<file path="config.mk">
export PLATFORM = sky130hd
export DESIGN_NAME = event_encoder
export DESIGN_NICKNAME = d
export VERILOG_FILES = /design/src/rtl/event_encoder.sv
export SDC_FILE = /design/constraint.sdc
export NUM_CORES = 1
export LEC_CHECK = 0
export CELL_PAD_IN_SITES_DETAIL_PLACEMENT = 1
export CELL_PAD_IN_SITES_GLOBAL_PLACEMENT = 1
export CORE_AREA = 3 3 54 56
export DETAILED_ROUTE_END_ITERATION = 16
export DIE_AREA = 0 0 57 59
export PLACE_DENSITY_LB_ADDON = 0.1
export SETUP_SLACK_MARGIN = 0.02
export SLEW_MARGIN = 20
export SYNTH_ARGS = -nofsm -noshare
export SYNTH_HDL_FRONTEND = slang
export SYNTH_SLANG_ARGS = --single-unit
</file>
<file path="constraint.sdc">
create_clock -name clk -period 2.16 [get_ports clk]
set_input_delay 0.432 -clock clk [delete_from_list [all_inputs] [get_ports clk]]
set_output_delay 0.432 -clock clk [all_outputs]
set_load 0.05 [all_outputs]
</file>
<file path="src/rtl/event_encoder.sv">
// event_encoder: registered 8-to-3 event encoder with sticky pending requests.
// Request pulses on d0..d7 are captured into a pending vector; the highest
// pending index is presented on {a,b,c} with valid and held until ack.
module event_encoder (
   input  logic       clk,
   input  logic       reset,
   input  logic       d0,
   input  logic       d1,
   input  logic       d2,
   input  logic       d3,
   input  logic       d4,
   input  logic       d5,
   input  logic       d6,
   input  logic       d7,
   input  logic       ack,
   output logic       a,
   output logic       b,
   output logic       c,
   output logic       valid,
   output logic [7:0] pending,
   output logic       overrun
);

   typedef enum logic {
      IDLE    = 1'b0,
      PRESENT = 1'b1
   } state_t;

   state_t      state_q, state_d;
   logic [2:0]  code_q, code_d;
   logic [7:0]  pend_q, pend_d;
   logic        ovr_q, ovr_d;

   logic [7:0]  req;
   logic [7:0]  clr;
   logic        accept;

   // Highest set index of a request vector; zero when the vector is empty.
   function automatic logic [2:0] top_index(input logic [7:0] v);
      logic [2:0] idx;
      idx = 3'd0;
      for (int i = 0; i < 8; i++) begin
         if (v[i]) idx = 3'(i);
      end
      return idx;
   endfunction

   assign req    = {d7, d6, d5, d4, d3, d2, d1, d0};
   assign accept = (state_q == PRESENT) && ack;

   // Next pending/code/state: the acked bit is cleared, new requests are ORed
   // in afterwards so a request on the bit being cleared re-sets it.
   always_comb begin
      // NOTE: every signal gets a default first so no path leaves it unassigned and no latch is inferred.
      state_d = state_q;
      code_d  = code_q;
      clr     = 8'h00;
      if (accept) clr = 8'h01 << code_q;
      pend_d  = (pend_q & ~clr) | req;
      ovr_d   = ovr_q | (|(req & pend_q & ~clr));
      case (state_q)
         IDLE: begin
            if (pend_d != 8'h00) begin
               code_d  = top_index(pend_d);
               state_d = PRESENT;
            end
         end
         PRESENT: begin
            // Without ack the presented code is frozen; newer requests only queue.
            if (ack) begin
               code_d  = top_index(pend_d);
               state_d = (pend_d != 8'h00) ? PRESENT : IDLE;
            end
         end
         default: state_d = IDLE;
      endcase
   end

   // State register with synchronous reset taking priority over all inputs.
   always_ff @(posedge clk) begin
      // NOTE: sequential state uses non-blocking assignments so all registers update from pre-edge values.
      if (reset) begin
         state_q <= IDLE;
         code_q  <= 3'd0;
         pend_q  <= 8'h00;
         ovr_q   <= 1'b0;
      end else begin
         state_q <= state_d;
         code_q  <= code_d;
         pend_q  <= pend_d;
         ovr_q   <= ovr_d;
      end
   end

   assign {a, b, c} = code_q;
   assign valid     = (state_q == PRESENT);
   assign pending   = pend_q;
   assign overrun   = ovr_q;

endmodule

</file>
# ---- Word-level counts from Yosys, hierarchy flattened
# Index checks and enable logic that the tools add are counted.
dict set report word_totals {
  regBits 13
  inputBits 11
  out_inout_bits 13
  elab_cells 32
}
dict set report op_classes {
  n_eq_ne 2
  shift 1
  n_mux 14
  n_bitwise 7
  reduce_logical 4
}
# operator count
set op_table {}
lappend op_table {{$and 8x8->8} 3}
lappend op_table {{$mux 3} 8}
lappend op_table {{$mux 8} 1}
lappend op_table {{$not 8->8} 1}
lappend op_table {{$or 8x8->8} 1}
lappend op_table {{$reduce_bool 8->1} 1}
lappend op_table {{$reduce_or 8->1} 1}
lappend op_table {{$shl 1x3->8 const A} 1}
lappend op_table {{$pmux 3 s2} 1}
lappend op_table {{$ne 2x2->1 const B} 2}
lappend op_table {{$mux 1} 3}
lappend op_table {{$pmux 1 s2} 1}
lappend op_table {{$reduce_and 2->1} 1}
lappend op_table {{$logic_and 1x1->1} 1}
lappend op_table {{$not 1->1} 1}
lappend op_table {{$or 1x1->1} 1}

# ---- Logic depth before layout (Yosys ltp)
# Gate-level depths: netlist of run 1.
dict set report depth {
  word_depth 14
  ltp_mapped 7
  depth_no_buf 6
}

# ---- Least setup slack after synthesis of run 1
# Ideal clock, no wire load.
dict set report synth_timing {
  kind {register -> register}
  from {register code_q[1]}
  to {register code_q[1]}
  setup_ns 0.073
  arrival_time_ns 1.972
  required_time_ns 2.087
  slack_ns 0.115
  path_stages_with_launch 8
  path_buffers 1
  period_less_slack_ns 2.045
  path_cell_list {dfxtp_1 -> buf_6 -> or2b_1 -> o31ai_4 -> nor3b_4 -> a41oi_4 -> o2111a_1 -> nor3_2}
}
dict set report synth_between {
  elab_chain_len 13
  elab_cells_between_ends 17
  classes_between {eq/ne (1); shift (1); mux (10); bitwise (3); reduce/logical (2)}
}
# element line_no
set synth_lines {}
lappend synth_lines {{start, declared} 30} ;# logic [2:0] code_q, code_d;
lappend synth_lines {{start signal, assigned} 89} ;# code_q <= code_d;
lappend synth_lines {{$shl 1x3->8 (*)} 58} ;# if (accept) clr = 8'h01 << code_q;
lappend synth_lines {{$mux 8 (*)} 58}
lappend synth_lines {{$not 8->8 (*)} 59} ;# pend_d = (pend_q & ~clr) | req;
lappend synth_lines {{$and 8x8->8 (*)} 59}
lappend synth_lines {{$or 8x8->8 (*)} 59}
lappend synth_lines {{$mux 3 (6 in a row)} 43} ;# if (v[i]) idx = 3'(i);
lappend synth_lines {{$mux 3, on equally long branches} {70, 63}}
lappend synth_lines {{$pmux 3 s2} 61} ;# case (state_q)
# Every way passes the cells marked *; elsewhere a longest branch is shown, timed or not. The select of a mux whose other input is x is not followed.
# A chain may end at the register's enable or synchronous reset.

# ---- Final worst setup path of run 1
dict set report layout_timing {
  from {input port ack}
  to {register code_q[1]}
}
dict set report layout_between {
  elab_chain_len 13
  elab_cells_between_ends 18
  classes_between {eq/ne (2); mux (10); bitwise (3); reduce/logical (3)}
}
# element line_no
set layout_lines {}
lappend layout_lines {{start, declared} 15} ;# input logic ack,
lappend layout_lines {{$logic_and 1x1->1} 49} ;# assign accept = (state_q == PRESENT) && ack;
lappend layout_lines {{$mux 8} 58}
lappend layout_lines {{$not 8->8} 59}
lappend layout_lines {{$and 8x8->8} 59}
lappend layout_lines {{$or 8x8->8} 59}
lappend layout_lines {{$mux 3 (6 in a row)} 43}
lappend layout_lines {{$mux 3, on equally long branches} {70, 63}}
lappend layout_lines {{$pmux 3 s2} 61}
# Parallel ways exist; a longest one is shown, timed or not. The select of a mux whose other input is x is not followed.

==> impl_metrics.py, run 1 <==
metrics = {
    "synthesis": {
        "syn-instance-count": 76,
        "synth.distinct_cells": 37,
        "ys_ff_latch": 13,
        "synth_edf_count": 0,
        "yosys.area_share.adder": 0,
        "synth_top_area_frac": 0.357,
        "async_flop_share": 0,
        "yosys.area_share.simple": 0.304,
        "synthesis.area_um2": 729,
        "synth_compound_area_frac": 0.314,
        "synth.yosys.warnings": 0,
        "synth_area_per_cell_um2": 9.60,
        "synth_area_leaders": "dfxtp_1 36%, nor2_1 6.7%, a41oi_4 3.8%",
        "ys_top_cells_by_count": "13 x dfxtp_1, 13 x nor2_1, 5 x nand2_1",
        "muxShareOfSynthArea": 0,
        "yosys.area.top_type": "dfxtp_1",
        "synth_top_family_by_area": "compound AO/OA/AOI/OAI gates",
        "synth_seq_area_share": 0.357,
        "synth_ff_type": "dfxtp_1",
        "syn-num-nets": 87,
        "synth_xor_xnor_area_share": 0,
    },
    "timing": {
        "worst_clock_skew_ns": 0.00942,
        "fin_hold_ws_ns": 0.541,
        "finalMaxSlewViolations": 0,
        "worstMarginPinSlew_ns": 0.503,
        "grt_setup_unrepaired": "no",
        "layout_worst_path_cycle_share": 0.918,
        "worst_slew_margin_rel": 0.664,
        "finalSetupViolCount": 0,
        "setup_slack_ns": 0.177,
        "hold_viol": 0,
        "fmax_ghz": 0.504,
        "fin_crit_ns": 1.98,
    },
    "floorplanning": {
        "start_util": 0.294,
        "ios": 24,
        "rows": 18,
        "dieArea_um2": 3360,
        "coreArea_um2": 2480,
        "die_h_um": 59,
        "fp.dieW_um": 57,
    },
    "layout": {
        "nFillCells": 316,
        "regArea_um2": 260,
        "fin_nets": 124,
        "areaGrowthSynthToFinish_pct": 50.1,
        "antenna_cells": 0,
        "drive_gt1_frac": 0.259,
        "multi_input_area_um2": 457,
    },
    "global_routing": {
        "grt_pass1_wl_um": 3680,
        "grt_antenna_before_repair": 0,
        "grt_usage": 0.147,
        "grt_pass1_vias": 782,
        "overflow": 0,
        "grt_max_degree": 11,
    },
    "power": {
        "pwr-share-seq": 0.410,
        "power.static_leakage_uw": 0.000412,
        "p_int_uw": 428,
        "power_frac_comb": 0.350,
        "vdd_ir_drop_max_uv": 461,
        "p_per_area_nw_per_um2": 621,
        "p_sw_uw": 251,
        "power_frac_clock": 0.240,
        "p_sw_frac": 0.370,
    },
    "placed_design": {
        "io_buffer_count": 23,
        "place_ws_ns": -0.186,
        "gp_congestion": 0.763,
        "dp_hpwl_um": 1730,
    },
    "setup_path": {
        "cp_top_family": "compound AO/OA/AOI/OAI gates",
        "critical_path_arrival_ns": 2.22,
        "cp_max_fo": 5,
        "crit_type": "primary input to flip-flop",
        "crit_required_ns": 2.39,
        "cp-start-kind": "primary input",
        "path_cells": "clkdlybuf4s50_1, nand3b_2, o31ai_4, nor3b_4, a41oi_4, o2111a_1, nor3_2",
        "cp-end-kind": "flip-flop",
        "critPathBufInv": 1,
        "critPathMaxStageDelay_ns": 0.51,
        "slowest_stage": "clkdlybuf4s50_1",
    },
    "clocking": {
        "numCtsBuffers": 3,
        "cts_setup_buffers": 0,
        "htree_levels": 1,
        "clk_latency_ns": 0.29,
        "clk_root_buffer_cell": "clkbuf_4",
        "post_cts_resized": 1,
        "clk_pin_slew_ns": 0.09,
        "cts_num_sinks": 13,
        "cts_tree": "done",
        "clk_path_buf_depth": 2,
        "postCtsHoldBufs": 0,
    },
    "route": {
        "wl_um": 2220,
        "drc": 0,
        "ant_nets": 0,
        "drt-initial-drc-count": 4,
        "vias_per_cell": 5.25,
        "dr_total_vias": 745,
        "wl_per_cell_um": 15.6,
        "drt-pass1-iter-count": 4,
    },
    "worst_hold_path": {
        "worstHoldPathType": "flip-flop to flip-flop",
    },
    "flow_run": {
        "drv_cap": 0,
    },
    "status": {
        "status": "finished, final reports clean",
    },
}
-- layout by cell type, fill, tap and decap left out, drive strengths merged, types with 2 or more instances in the layout --
| cell type | instances |
|---|---|
| clkdlybuf4s50 | 21 |
| o21a | 3 |
| o31ai | 3 |
| o31a | 2 |
| nor2 | 13 |
| or2b | 2 |
| nand3 | 2 |
| or2 | 3 |
| a211oi | 2 |
| nor3 | 2 |
| clkbuf | 3 |
| nand2 | 5 |
| dfxtp | 13 |
| buf | 12 |
| o211ai | 2 |
| nand3b | 3 |
| o22ai | 2 |
-- metrics by stage --
stage	area [um2]	cells	TNS [ns]	power [uW]	utilization
after floorplan	729	76	0	423	-
after global placement	1060	138	-0.579	522	0.429
after detailed placement	1060	138	-0.556	522	0.429
after CTS	1090	142	0	693	0.439
after global routing	1090	142	0	721	0.442
final	1090	142	0	679	0.442
-- power by group through the flow --
stage / registers (uW) / clock network (uW) / logic (uW)
2_1_floorplan: 343 / 0 / 80.0
4_1_cts: 279 / 175 / 239
3_3_place_gp: 284 / 0 / 237
5_1_grt: 282 / 186 / 253
6_report: 279 / 163 / 238
3_5_place_dp: 284 / 0 / 237
-- worst paths after layout --
check                    startpoint  depth (start not counted)                     end  slack, ns
max reg2reg  code_q[1]$_SDFFE_PP0P_                          6  code_q[1]$_SDFFE_PP0P_       0.26
min reg2reg  code_q[0]$_SDFFE_PP0P_                          2  code_q[0]$_SDFFE_PP0P_       0.54
min          code_q[0]$_SDFFE_PP0P_                          2  code_q[0]$_SDFFE_PP0P_       0.54
max                             ack                          7  code_q[1]$_SDFFE_PP0P_       0.18
-- routing by layer --
layer / vias up / part of all wire / GRT usage
li1: 363 / - / -
met1: 357 / 0.47 / 0.184
met2: 21 / 0.47 / 0.238
met3: 4 / 0.050 / 0.0479
met4: 0 / 0.014 / 0.0497
met5: - / 0 / 0
-- cell type report --
cell class                      instances  area share
Timing Repair Buffer                   34       0.282
Clock inverter                          1     0.00457
Inverter                                1     0.00343
Sequential cell                        13       0.238
Clock buffer                            3      0.0206
Tap cell                               30      0.0343
Multi-Input combinational cell         60       0.417
-- flip-flops by register name, summed over array words and instances (netlist names) --
name     cells
code_q       3
pending      8
overrun      1
valid        1
-- kinds of logic (layout without fill, tap and decap cells) --
logic type      after synthesis  in the layout
buf+inv                       3             39
simple gates                 36             36
compound gates               24             24
flops                        13             13
-- worst reg2reg max path, cell delays in order (launching register included) --
cell and delay (ns):
dfxtp_1 0.52, or2b_1 0.33, o31ai_4 0.22, nor3b_4 0.33, a41oi_4 0.18, o2111a_1 0.18
nor3_2 0.09
Power figures use the tool's default switching activity.
==> run 2, diff against run 1 <==
--- a/config.mk
+++ b/config.mk
@@ -5,6 +5,7 @@
 export SDC_FILE = /design/constraint.sdc
 export NUM_CORES = 1
 export LEC_CHECK = 0
+export ABC_CLOCK_PERIOD_IN_PS = 2160
 export CELL_PAD_IN_SITES_DETAIL_PLACEMENT = 1
 export CELL_PAD_IN_SITES_GLOBAL_PLACEMENT = 1
 export CORE_AREA = 3 3 54 56
==> results of run 2 <==
Final layout, timing and power as in run 1 (identical DEF).
